`config.mk`:
```
export PLATFORM = sky130hd
export DESIGN_NAME = mc_main_fsm_hs_flat
export DESIGN_NICKNAME = d
export VERILOG_FILES = /design/src/rtl/mc_ctrl_pkg.sv /design/src/rtl/mc_main_fsm_hs_if.sv /design/src/rtl/mc_wait_timer.sv /design/src/rtl/mc_main_fsm_hs.sv /design/src/flat_wrapper.sv
export SDC_FILE = /design/constraint.sdc
export NUM_CORES = 1
export LEC_CHECK = 0
export ABC_AREA = 0
export BUFFER_PORTS_ARGS = -buffer_cell sky130_fd_sc_hd__clkbuf_2
export CORE_MARGIN = 5
export CORE_UTILIZATION = 44
export DETAILED_ROUTE_END_ITERATION = 10
export GPL_TIMING_DRIVEN = 0
export HOLD_SLACK_MARGIN = 0.1
export PLACE_DENSITY = 0.74
export SYNTH_ARGS = -nofsm -noshare
export SYNTH_HDL_FRONTEND = slang
export SYNTH_SLANG_ARGS = --single-unit
```
`constraint.sdc`:
```
create_clock -name CLK -period 2 [get_ports CLK]
set_input_delay 0.4 -clock CLK [delete_from_list [all_inputs] [get_ports CLK]]
set_output_delay 0.4 -clock CLK [all_outputs]
set_load 0.01 [all_outputs]
```
`src/rtl/mc_ctrl_pkg.sv`:
```
// Shared encodings for the handshaked multicycle main controller: state codes,
// instruction opcodes, datapath mux selects and the per-state Moore output table.
package mc_ctrl_pkg;

    localparam int STATE_CODE_W = 4;

    typedef enum logic [STATE_CODE_W-1:0] {
        ST_FETCH      = 4'd0,
        ST_DECODE     = 4'd1,
        ST_MEMADR     = 4'd2,
        ST_MEMREAD    = 4'd3,
        ST_MEMWB      = 4'd4,
        ST_MEMWRITE   = 4'd5,
        ST_EXECR      = 4'd6,
        ST_EXECI      = 4'd7,
        ST_ALUWB      = 4'd8,
        ST_BRANCH     = 4'd9,
        ST_BRANCHLINK = 4'd10,
        ST_FAULT      = 4'd11
    } state_e;

    localparam logic [1:0] OP_DP    = 2'b00;
    localparam logic [1:0] OP_MEM   = 2'b01;
    localparam logic [1:0] OP_BR    = 2'b10;
    localparam logic [1:0] OP_UNDEF = 2'b11;

    localparam logic [1:0] SRCB_REG = 2'b00;
    localparam logic [1:0] SRCB_IMM = 2'b01;
    localparam logic [1:0] SRCB_4   = 2'b10;

    localparam logic [1:0] RES_ALUOUT = 2'b00;
    localparam logic [1:0] RES_DATA   = 2'b01;
    localparam logic [1:0] RES_ALU    = 2'b10;

    // Registered Moore control word, one field per datapath control.
    typedef struct packed {
        logic       mem_req;
        logic       mem_w;
        logic       adr_src;
        logic       alu_src_a;
        logic [1:0] alu_src_b;
        logic [1:0] result_src;
        logic       alu_op;
        logic       reg_w;
        logic       branch;
        logic       bl_active;
    } ctrl_t;

    // FAULT and any unassigned code fall through to the all-zero word.
    function automatic ctrl_t state_ctrl(input state_e s);
        ctrl_t c;
        c = '0;
        case (s)
            ST_FETCH, ST_DECODE: begin
                c.mem_req    = (s == ST_FETCH);
                c.alu_src_a  = 1'b1;
                c.alu_src_b  = SRCB_4;
                c.result_src = RES_ALU;
            end
            ST_MEMADR: begin
                c.alu_src_b  = SRCB_IMM;
                c.result_src = RES_ALU;
            end
            ST_MEMREAD: begin
                c.mem_req    = 1'b1;
                c.adr_src    = 1'b1;
                c.alu_src_b  = SRCB_IMM;
                c.result_src = RES_ALUOUT;
            end
            ST_MEMWB: begin
                c.adr_src    = 1'b1;
                c.alu_src_b  = SRCB_IMM;
                c.result_src = RES_DATA;
                c.reg_w      = 1'b1;
            end
            ST_MEMWRITE: begin
                c.mem_req    = 1'b1;
                c.mem_w      = 1'b1;
                c.adr_src    = 1'b1;
                c.alu_src_b  = SRCB_IMM;
                c.result_src = RES_ALUOUT;
            end
            ST_EXECR: begin
                c.adr_src    = 1'b1;
                c.alu_src_b  = SRCB_REG;
                c.result_src = RES_ALUOUT;
                c.alu_op     = 1'b1;
            end
            ST_EXECI: begin
                c.adr_src    = 1'b1;
                c.alu_src_b  = SRCB_IMM;
                c.result_src = RES_ALUOUT;
                c.alu_op     = 1'b1;
            end
            ST_ALUWB: begin
                c.adr_src    = 1'b1;
                c.alu_src_b  = SRCB_IMM;
                c.result_src = RES_ALUOUT;
                c.reg_w      = 1'b1;
            end
            ST_BRANCH, ST_BRANCHLINK: begin
                c.adr_src    = 1'b1;
                c.alu_src_b  = SRCB_IMM;
                c.result_src = RES_ALU;
                c.branch     = 1'b1;
                c.reg_w      = (s == ST_BRANCHLINK);
                c.bl_active  = (s == ST_BRANCHLINK);
            end
            default: ;
        endcase
        return c;
    endfunction

endpackage

```
`src/rtl/mc_main_fsm_hs_if.sv`:
```
// Instruction-field, memory-handshake and datapath-control bundle between the
// main controller (slave side) and the datapath/memory environment (master side).
interface mc_main_fsm_hs_if #(
    parameter int STATE_W = 4
);
    logic [1:0]         Op;
    logic [5:0]         Funct;
    logic [3:0]         Rd;
    logic               MemReady;

    logic               MemReq;
    logic               MemW;
    logic               IRWrite;
    logic               NextPC;
    logic               AdrSrc;
    logic               ALUSrcA;
    logic [1:0]         ALUSrcB;
    logic [1:0]         ResultSrc;
    logic               ALUOp;
    logic               RegW;
    logic               Branch;
    logic               BL_Active;
    logic               PCS;
    logic               Fault;
    logic [STATE_W-1:0] State;

    modport master (
        output Op, Funct, Rd, MemReady,
        input  MemReq, MemW, IRWrite, NextPC, AdrSrc, ALUSrcA, ALUSrcB, ResultSrc,
               ALUOp, RegW, Branch, BL_Active, PCS, Fault, State
    );

    modport slave (
        input  Op, Funct, Rd, MemReady,
        output MemReq, MemW, IRWrite, NextPC, AdrSrc, ALUSrcA, ALUSrcB, ResultSrc,
               ALUOp, RegW, Branch, BL_Active, PCS, Fault, State
    );

endinterface

```
`src/rtl/mc_wait_timer.sv`:
```
// Wait-state counter for one memory access; expired flags that the access has
// waited TIMEOUT cycles without completion (never asserts when TIMEOUT is 0).
module mc_wait_timer #(
    parameter int TIMEOUT = 15,
    parameter int CNT_W   = 4
) (
    input  logic CLK,
    input  logic RESET,
    input  logic clear,
    input  logic enable,
    output logic expired
);

    logic [CNT_W-1:0] count;

    // NOTE: sequential state is written with non-blocking assignments only, so
    // every flop samples the pre-edge values regardless of block ordering.
    always_ff @(posedge CLK or posedge RESET) begin
        if (RESET) begin
            count <= '0;
        end else if (clear) begin
            count <= '0;
        end else if (enable) begin
            count <= count + CNT_W'(1);
        end
    end

    assign expired = (TIMEOUT > 0) && (count == CNT_W'(TIMEOUT));

endmodule

```
`src/rtl/mc_main_fsm_hs.sv`:
```
// Multicycle ARM main controller with a request/ready memory handshake, a
// wait-state watchdog, an undefined-instruction trap and a sticky fault state.
module mc_main_fsm_hs
    import mc_ctrl_pkg::*;
#(
    parameter int STATE_W    = 4,   // >= 4
    parameter int TIMEOUT    = 15,
    parameter int TRAP_UNDEF = 1,
    parameter int CNT_W      = (TIMEOUT > 0) ? $clog2(TIMEOUT + 1) : 1
) (
    input  logic            CLK,
    input  logic            RESET,
    mc_main_fsm_hs_if.slave bus
);

    state_e state_q;
    state_e next_state;
    ctrl_t  ctrl_q;
    logic   fault_q;
    logic   expired;
    logic   timer_clear;
    logic   timer_enable;
    logic   unused_funct;

    assign unused_funct = ^bus.Funct[3:1];

    // The counter only runs while a request is outstanding and unanswered; it
    // freezes at TIMEOUT so the fault transition sees a stable value.
    assign timer_clear  = !ctrl_q.mem_req || bus.MemReady;
    assign timer_enable = ctrl_q.mem_req && !bus.MemReady && !expired;

    mc_wait_timer #(
        .TIMEOUT (TIMEOUT),
        .CNT_W   (CNT_W)
    ) u_wait_timer (
        .CLK     (CLK),
        .RESET   (RESET),
        .clear   (timer_clear),
        .enable  (timer_enable),
        .expired (expired)
    );

    // NOTE: next_state gets a default before the case so no path leaves it
    // unassigned, which would otherwise infer a latch.
    always_comb begin
        next_state = ST_FAULT;
        case (state_q)
            ST_FETCH: begin
                if (bus.MemReady)  next_state = ST_DECODE;
                else if (expired)  next_state = ST_FAULT;
                else               next_state = ST_FETCH;
            end
            ST_DECODE: begin
                case (bus.Op)
                    OP_DP:   next_state = bus.Funct[5] ? ST_EXECI : ST_EXECR;
                    OP_MEM:  next_state = ST_MEMADR;
                    OP_BR:   next_state = bus.Funct[4] ? ST_BRANCHLINK : ST_BRANCH;
                    default: next_state = (TRAP_UNDEF != 0) ? ST_FAULT : ST_FETCH;
                endcase
            end
            ST_MEMADR:
                next_state = bus.Funct[0] ? ST_MEMREAD : ST_MEMWRITE;
            ST_MEMREAD: begin
                if (bus.MemReady)  next_state = ST_MEMWB;
                else if (expired)  next_state = ST_FAULT;
                else               next_state = ST_MEMREAD;
            end
            ST_MEMWRITE: begin
                if (bus.MemReady)  next_state = ST_FETCH;
                else if (expired)  next_state = ST_FAULT;
                else               next_state = ST_MEMWRITE;
            end
            ST_EXECR, ST_EXECI:
                next_state = ST_ALUWB;
            ST_MEMWB, ST_ALUWB, ST_BRANCH, ST_BRANCHLINK:
                next_state = ST_FETCH;
            default:
                next_state = ST_FAULT;
        endcase
    end

    // Outputs are registered from next_state so they line up with state_q; the
    // async reset therefore drops MemW and restarts the fetch request at once.
    always_ff @(posedge CLK or posedge RESET) begin
        if (RESET) begin
            state_q <= ST_FETCH;
            ctrl_q  <= state_ctrl(ST_FETCH);
            fault_q <= 1'b0;
        end else begin
            state_q <= next_state;
            ctrl_q  <= state_ctrl(next_state);
            fault_q <= fault_q || (next_state == ST_FAULT);
        end
    end

    assign bus.MemReq    = ctrl_q.mem_req;
    assign bus.MemW      = ctrl_q.mem_w;
    assign bus.AdrSrc    = ctrl_q.adr_src;
    assign bus.ALUSrcA   = ctrl_q.alu_src_a;
    assign bus.ALUSrcB   = ctrl_q.alu_src_b;
    assign bus.ResultSrc = ctrl_q.result_src;
    assign bus.ALUOp     = ctrl_q.alu_op;
    assign bus.RegW      = ctrl_q.reg_w;
    assign bus.Branch    = ctrl_q.branch;
    assign bus.BL_Active = ctrl_q.bl_active;
    assign bus.Fault     = fault_q;
    assign bus.State     = STATE_W'(state_q);

    // Mealy pulse: one IR load and one PC+4 however many wait cycles the fetch took.
    assign bus.IRWrite   = (state_q == ST_FETCH) && bus.MemReady;
    assign bus.NextPC    = (state_q == ST_FETCH) && bus.MemReady;

    assign bus.PCS       = ((bus.Rd == 4'd15) && ctrl_q.reg_w) || ctrl_q.branch;

endmodule

```
`src/flat_wrapper.sv`:
```
// flat-port wrapper written by rule: the top's interface ports become plain ports
module mc_main_fsm_hs_flat import mc_ctrl_pkg::*;
#(
    parameter int STATE_W    = 4,          
    parameter int TIMEOUT    = 15,
    parameter int TRAP_UNDEF = 1,
    parameter int CNT_W      = (TIMEOUT > 0) ? $clog2(TIMEOUT + 1) : 1
)
  (CLK, RESET, bus_Op, bus_Funct, bus_Rd, bus_MemReady, bus_MemReq, bus_MemW, bus_IRWrite, bus_NextPC, bus_AdrSrc, bus_ALUSrcA, bus_ALUSrcB, bus_ResultSrc, bus_ALUOp, bus_RegW, bus_Branch, bus_BL_Active, bus_PCS, bus_Fault, bus_State);
  mc_main_fsm_hs_if #(.STATE_W(STATE_W)) bus_i ();
  input  logic CLK;
  input  logic RESET;
  input wire logic [$bits(bus_i.Op)-1:0] bus_Op;
  input wire logic [$bits(bus_i.Funct)-1:0] bus_Funct;
  input wire logic [$bits(bus_i.Rd)-1:0] bus_Rd;
  input wire logic [$bits(bus_i.MemReady)-1:0] bus_MemReady;
  output wire logic [$bits(bus_i.MemReq)-1:0] bus_MemReq;
  output wire logic [$bits(bus_i.MemW)-1:0] bus_MemW;
  output wire logic [$bits(bus_i.IRWrite)-1:0] bus_IRWrite;
  output wire logic [$bits(bus_i.NextPC)-1:0] bus_NextPC;
  output wire logic [$bits(bus_i.AdrSrc)-1:0] bus_AdrSrc;
  output wire logic [$bits(bus_i.ALUSrcA)-1:0] bus_ALUSrcA;
  output wire logic [$bits(bus_i.ALUSrcB)-1:0] bus_ALUSrcB;
  output wire logic [$bits(bus_i.ResultSrc)-1:0] bus_ResultSrc;
  output wire logic [$bits(bus_i.ALUOp)-1:0] bus_ALUOp;
  output wire logic [$bits(bus_i.RegW)-1:0] bus_RegW;
  output wire logic [$bits(bus_i.Branch)-1:0] bus_Branch;
  output wire logic [$bits(bus_i.BL_Active)-1:0] bus_BL_Active;
  output wire logic [$bits(bus_i.PCS)-1:0] bus_PCS;
  output wire logic [$bits(bus_i.Fault)-1:0] bus_Fault;
  output wire logic [$bits(bus_i.State)-1:0] bus_State;
  assign bus_i.Op = bus_Op;
  assign bus_i.Funct = bus_Funct;
  assign bus_i.Rd = bus_Rd;
  assign bus_i.MemReady = bus_MemReady;
  assign bus_MemReq = bus_i.MemReq;
  assign bus_MemW = bus_i.MemW;
  assign bus_IRWrite = bus_i.IRWrite;
  assign bus_NextPC = bus_i.NextPC;
  assign bus_AdrSrc = bus_i.AdrSrc;
  assign bus_ALUSrcA = bus_i.ALUSrcA;
  assign bus_ALUSrcB = bus_i.ALUSrcB;
  assign bus_ResultSrc = bus_i.ResultSrc;
  assign bus_ALUOp = bus_i.ALUOp;
  assign bus_RegW = bus_i.RegW;
  assign bus_Branch = bus_i.Branch;
  assign bus_BL_Active = bus_i.BL_Active;
  assign bus_PCS = bus_i.PCS;
  assign bus_Fault = bus_i.Fault;
  assign bus_State = bus_i.State;
  mc_main_fsm_hs #(.STATE_W(STATE_W), .TIMEOUT(TIMEOUT), .TRAP_UNDEF(TRAP_UNDEF), .CNT_W(CNT_W)) u_core (.CLK(CLK), .RESET(RESET), .bus(bus_i));
endmodule
```
Word-level counts from Yosys, hierarchy flattened
Cells that the tools add are included.
- word-level logic and storage cells: 84
- ROM bits: 0
- bits in latches: 0
- memories kept: 0
- bits of input ports: 15
- register bits after elaboration: 21
- output and inout bits: 20
- bits in writable memories: 0
- multipliers: 0
- reductions and logical operators: 24
- div/mod/pow operators: 0
- mux-type cells: 21
- order comparisons: 0
- add/sub/neg operators: 1
- bitwise logic cells: 0
- equality and inequality tests: 25
- shifts and indexed selects: 0
- operators with widths (kind ; count):
    equality test 4 bit, second input constant ; 9
    equality test 4 x 3 -> 1 bit, second input constant ; 8
    two-way mux 4 bit ; 8
    case mux 4 bit (7 select lines) ; 1
    equality test 4 x 2 -> 1 bit, second input constant ; 4
    case mux 4 bit (4 select lines) ; 1
    case mux 4 bit (3 select lines) ; 1
    OR reduction 2 bit ; 6
    equality test 4 x 1 -> 1 bit, second input constant ; 2
    zero test 4 bit ; 2
    OR reduction 4 bit ; 2
    OR reduction 8 bit ; 1
    two-way mux 1 bit ; 5
    adder 4 x 1 -> 4 bit, second input constant ; 1
    logical AND 1 bit ; 4
    two-way mux 2 bit ; 2
    case mux 1 bit (2 select lines) ; 2
    zero test 1 bit ; 3
    logical OR 1 bit ; 3
    two-way mux 3 bit ; 1
    OR reduction 3 bit ; 1
    equality test 2 x 1 -> 1 bit, second input constant ; 1
    equality test 2 bit, second input constant ; 1
    zero test 2 bit ; 1
    nonzero test 2 bit ; 1

Depth between registers and ports, before layout
- depth in word-level cells: 7
- depth in mapped cells: 8
- depth with buffers taken out: 6

By module
A second synthesis with hierarchy kept.
- cells, all modules: 101
- area, all modules: 1136.1 sq um
- by module, submodules not included (module ; instances ; cells each ; area each (sq um) ; seq. area each (sq um)):
    mc_main_fsm_hs ; 1 ; 83 ; 933.4 ; 404.1
    mc_wait_timer ; 1 ; 18 ; 202.7 ; 100.1

Least setup slack after synthesis
Ideal clock, no wire load.
- path type: register to output
- from: reg u_core.state_q[3] (netlist: u_core.bus.State[3])
- to: out bus_NextPC
- buffers on the path: 3
- data required time: 1.600 ns
- stages on the path, launching flop included: 9
- slack: -0.307 ns
- data arrival time: 1.907 ns
- cell sequence: dfrtp_1 > buf_6 > o21bai_1 > a22o_1 > a221o_1 > buf_4 > nand2b_1 > nor2_1 > buf_4
- cells in the longest elaborated chain, start to end: 2
- RTL lines (what ; line ; RTL):
    start: declaration ; mc_main_fsm_hs.sv:16 ; state_e state_q;
    start signal: assignment ; mc_main_fsm_hs.sv:90 ; state_q <= next_state;
    zero test 4 bit ; -- ;
    logical AND 1 bit ; -- ;
    end: declaration ; flat_wrapper.sv:20 ; output wire logic [$bits(bus_i.NextPC)-1:0] bus_NextPC;
No other way between the ends.

Final worst setup path
- from: reg u_core.state_q[3] (netlist: u_core.bus.State[3])
- to: out bus_NextPC
- cells in the longest elaborated chain, start to end: 2
- RTL lines (what ; line ; RTL):
    zero test 4 bit ; mc_main_fsm_hs.sv:111 ; assign bus.NextPC = (state_q == ST_FETCH) && bus.MemReady;
    logical AND 1 bit ; mc_main_fsm_hs.sv:111 ;
No other way between the ends.

==> results_dict.tcl <==
set metrics [dict create \
    status "finished with violations" \
    violations "setup timing" \
    synth_cells 106 \
    power.leakage_nw 0.762 \
    finalSetupTns_ps -1130 \
    cts_root_buf "clkbuf_4" \
    rr_startpoint "u_core.bus.State[3]" \
    cp_slowest_cell "dfrtp_1" \
    cts_made_buffers 3 \
    syn_area_sq_um 1080 \
    synth_most_common_cell "dfrtp_1" \
    ant_nets 0 \
    cts.path.max_buffers 2 \
    antenna_found_initial 0 \
    ios 35 \
    path_cells "buf_6, or3_4, or3_4, o211ai_4, nand2b_4, nor2_4, buf_6, buf_6" \
    synth-edff-count 0 \
    dp_hpwl_mm 1.85 \
    critPathLaunchType "flip-flop" \
    num_antenna_cells 0 \
    top_usage_layer "met2" \
    p_total_mw 2.67 \
    worst_path_most_repeated_cell "buf_6" \
    syn-num-nets 122 \
    fin_area_sq_um 1580 \
    rr_worst_depth 9 \
    finalSetupViolCount 6 \
    ys_types 46 \
    drc 0 \
    die_area_sq_um 3540 \
    routedWlPerCell_um 15.5 \
    synthToLayoutAreaGrowth_pct 46.5 \
    grtUsageMet1_pct 19.8 \
    drv_cap 0 \
    drtIter0Drc 33 \
    dp.cells 166 \
    r2r-end "u_core.bus.Fault" \
    nNetsFinal 175 \
    placed_cell_area_sq_um 1300 \
    hold_viol 0 \
    grt_pass1_wl_mm 4.50 \
    met2_usage_pct 28.5 \
    ys_warn_count 0 \
    grt_start_max_net_pins 21 \
    clkTransAtPathRegs_ps 110 \
    crit_required_ps 1600 \
    clkSinkCount 20 \
    ys_top_cells_by_count "dfrtp_1, nor2_1, nand2_1, nor3_1" \
    htreeDepth 1 \
    grt_usage_pct 17.0 \
    synth.top_cell.area_share_pct 39.4 \
    crit_family "simple AND/OR/NAND/NOR gates" \
    holdBufCountCts 0 \
    worst_pin_slew_ps 706 \
    gp_congestion 0.798 \
    gr-total-overflow 0 \
    start_util_pct 44.8 \
    drive_above_1_share_pct 55.1 \
    period_minus_slack_ps 2450 \
    rsz0062_at_grt "true" \
    core_region_area_sq_um 2410 \
    regToRegSetupSlack_ps -100 \
    worstPathArrival_ps 2050 \
    synthFlopType "dfrtp_1" \
    cts_tree "done" \
    rows 18 \
    die-height_um 59.5 \
    synth.largest_area_cell "dfrtp_1" \
    relSlewSlack_pct 52.9 \
    fin_worst_skew_ps 2.75 \
    finalNonFillerCells 188 \
    worstSkewPairLatency_ps 300 \
    wl_mm 2.91 \
    ys_seq_elements 20 \
    cpPeakStageDelay_ps 420 \
    vias 1021 \
    io_buffer_count 30 \
    slew_violations 0 \
    fillers 186 \
    clock.fmax_ghz 0.408 \
    criticalPathCategory "reg -> out" \
    hp-class "in -> async" \
    critPathCaptureType "output port" \
    first_pass_iters 4 \
    worst-path-buf-inv 3 \
    first_global_vias 1011 \
    avgSynthCellArea_sq_um 10.2 \
    fin_crit_sh_pct 123 \
    ir_drop_mv 1.03 \
    yosys-top-cells-area "dfrtp_1, dfstp_2, nor2_1" \
    yosysSeqAreaShare_pct 46.8 \
    die_x_um 59.5 \
    viasPerCell 5.43 \
    p_per_area_nw_per_um2 1690 \
    use_met3_pct 5.23 \
    async_flop_share_pct 100 \
    cp_max_fo 5 \
    timing.final.ws_setup_ps -453 \
]
## what timing repair did
item,CTS,global route
pin swaps,4,9
hold endpoints to repair,0,0
setup endpoints to repair,2,8
resized for setup,12,12
setup buffers,13,6
cloned,0,0
## cell type report
class | count | area, sq um | area share, %
clock buffers | 4 | 36.3 | 2.30
repair buffers | 49 | 303 | 19.2
plain buffers | 7 | 53.8 | 3.40
flip-flops and latches | 20 | 505 | 32.0
well taps | 30 | 37.5 | 2.38
multi-input cells | 76 | 637 | 40.3
inverters | 2 | 7.51 | 0.475
## per-stage QoR
step	hold slack (ps)	util, %	setup WS (ps)
finish	179	65.6	-453
global route	231	65.6	-547
CTS	201	61.7	-505
detailed placement	454	54.0	-358
global placement	451	54.0	-313
floorplan	362	-	-141
## placed cells by master, fill, tap and decap left out, types with 3 or more instances in the layout
cell	instances
buf_4	21
clkbuf_2	29
nor2_1	12
nor3_1	4
buf_6	4
dfstp_2	3
and2_1	3
clkbuf_4	3
nand2_1	6
dfrtp_1	16
## kinds of logic after synthesis
logic type	after synthesis	share of synthesized area (%)
mux	2	1.97
buf+inv	10	5.45
fa+ha+maj	1	1.16
simple gates	50	27.0
flops	20	46.8
xor+xnor	3	2.44
compound gates	20	15.2
## how the worst max path moves through the flow
stage	startpoint	end	slack, ps	cells after the start
floorplan	u_core.bus.State[3]	bus_NextPC	-140	7
global placement	bus_MemReady	bus_NextPC	-310	9
detailed placement	u_core.u_wait_timer.count[0]	bus_NextPC	-360	8
CTS	u_core.bus.State[3]	bus_NextPC	-500	9
global route	u_core.bus.State[3]	bus_NextPC	-550	8
finish	u_core.bus.State[3]	bus_NextPC	-450	8
## power by group
group          total (mW)  internal, mW  switching (mW)
logic                1.80         0.939           0.864
registers           0.643         0.566          0.0776
clock network       0.228         0.111           0.117
## state kept, by name (all words and copies together) (netlist names)
name,count
u_core.bus.Fault,1
u_core.bus.RegW,1
u_core.bus.Branch,1
u_core.bus.AdrSrc,1
u_core.bus.ALUOp,1
u_core.bus.ResultSrc,2
u_core.bus.MemReq,1
u_core.bus.State,4
u_core.bus.ALUSrcB,1
u_core.bus.ALUSrcA,1
u_core.bus.MemW,1
u_core.bus.BL_Active,1
u_core.u_wait_timer.count,4
## layer usage
metal,vias to the layer above,wire (um)
met5,-,0
met4,0,110
met3,12,145
met2,37,1540
met1,487,1120
li1,485,-
Note: power is estimated with default switching activity, not from simulation.
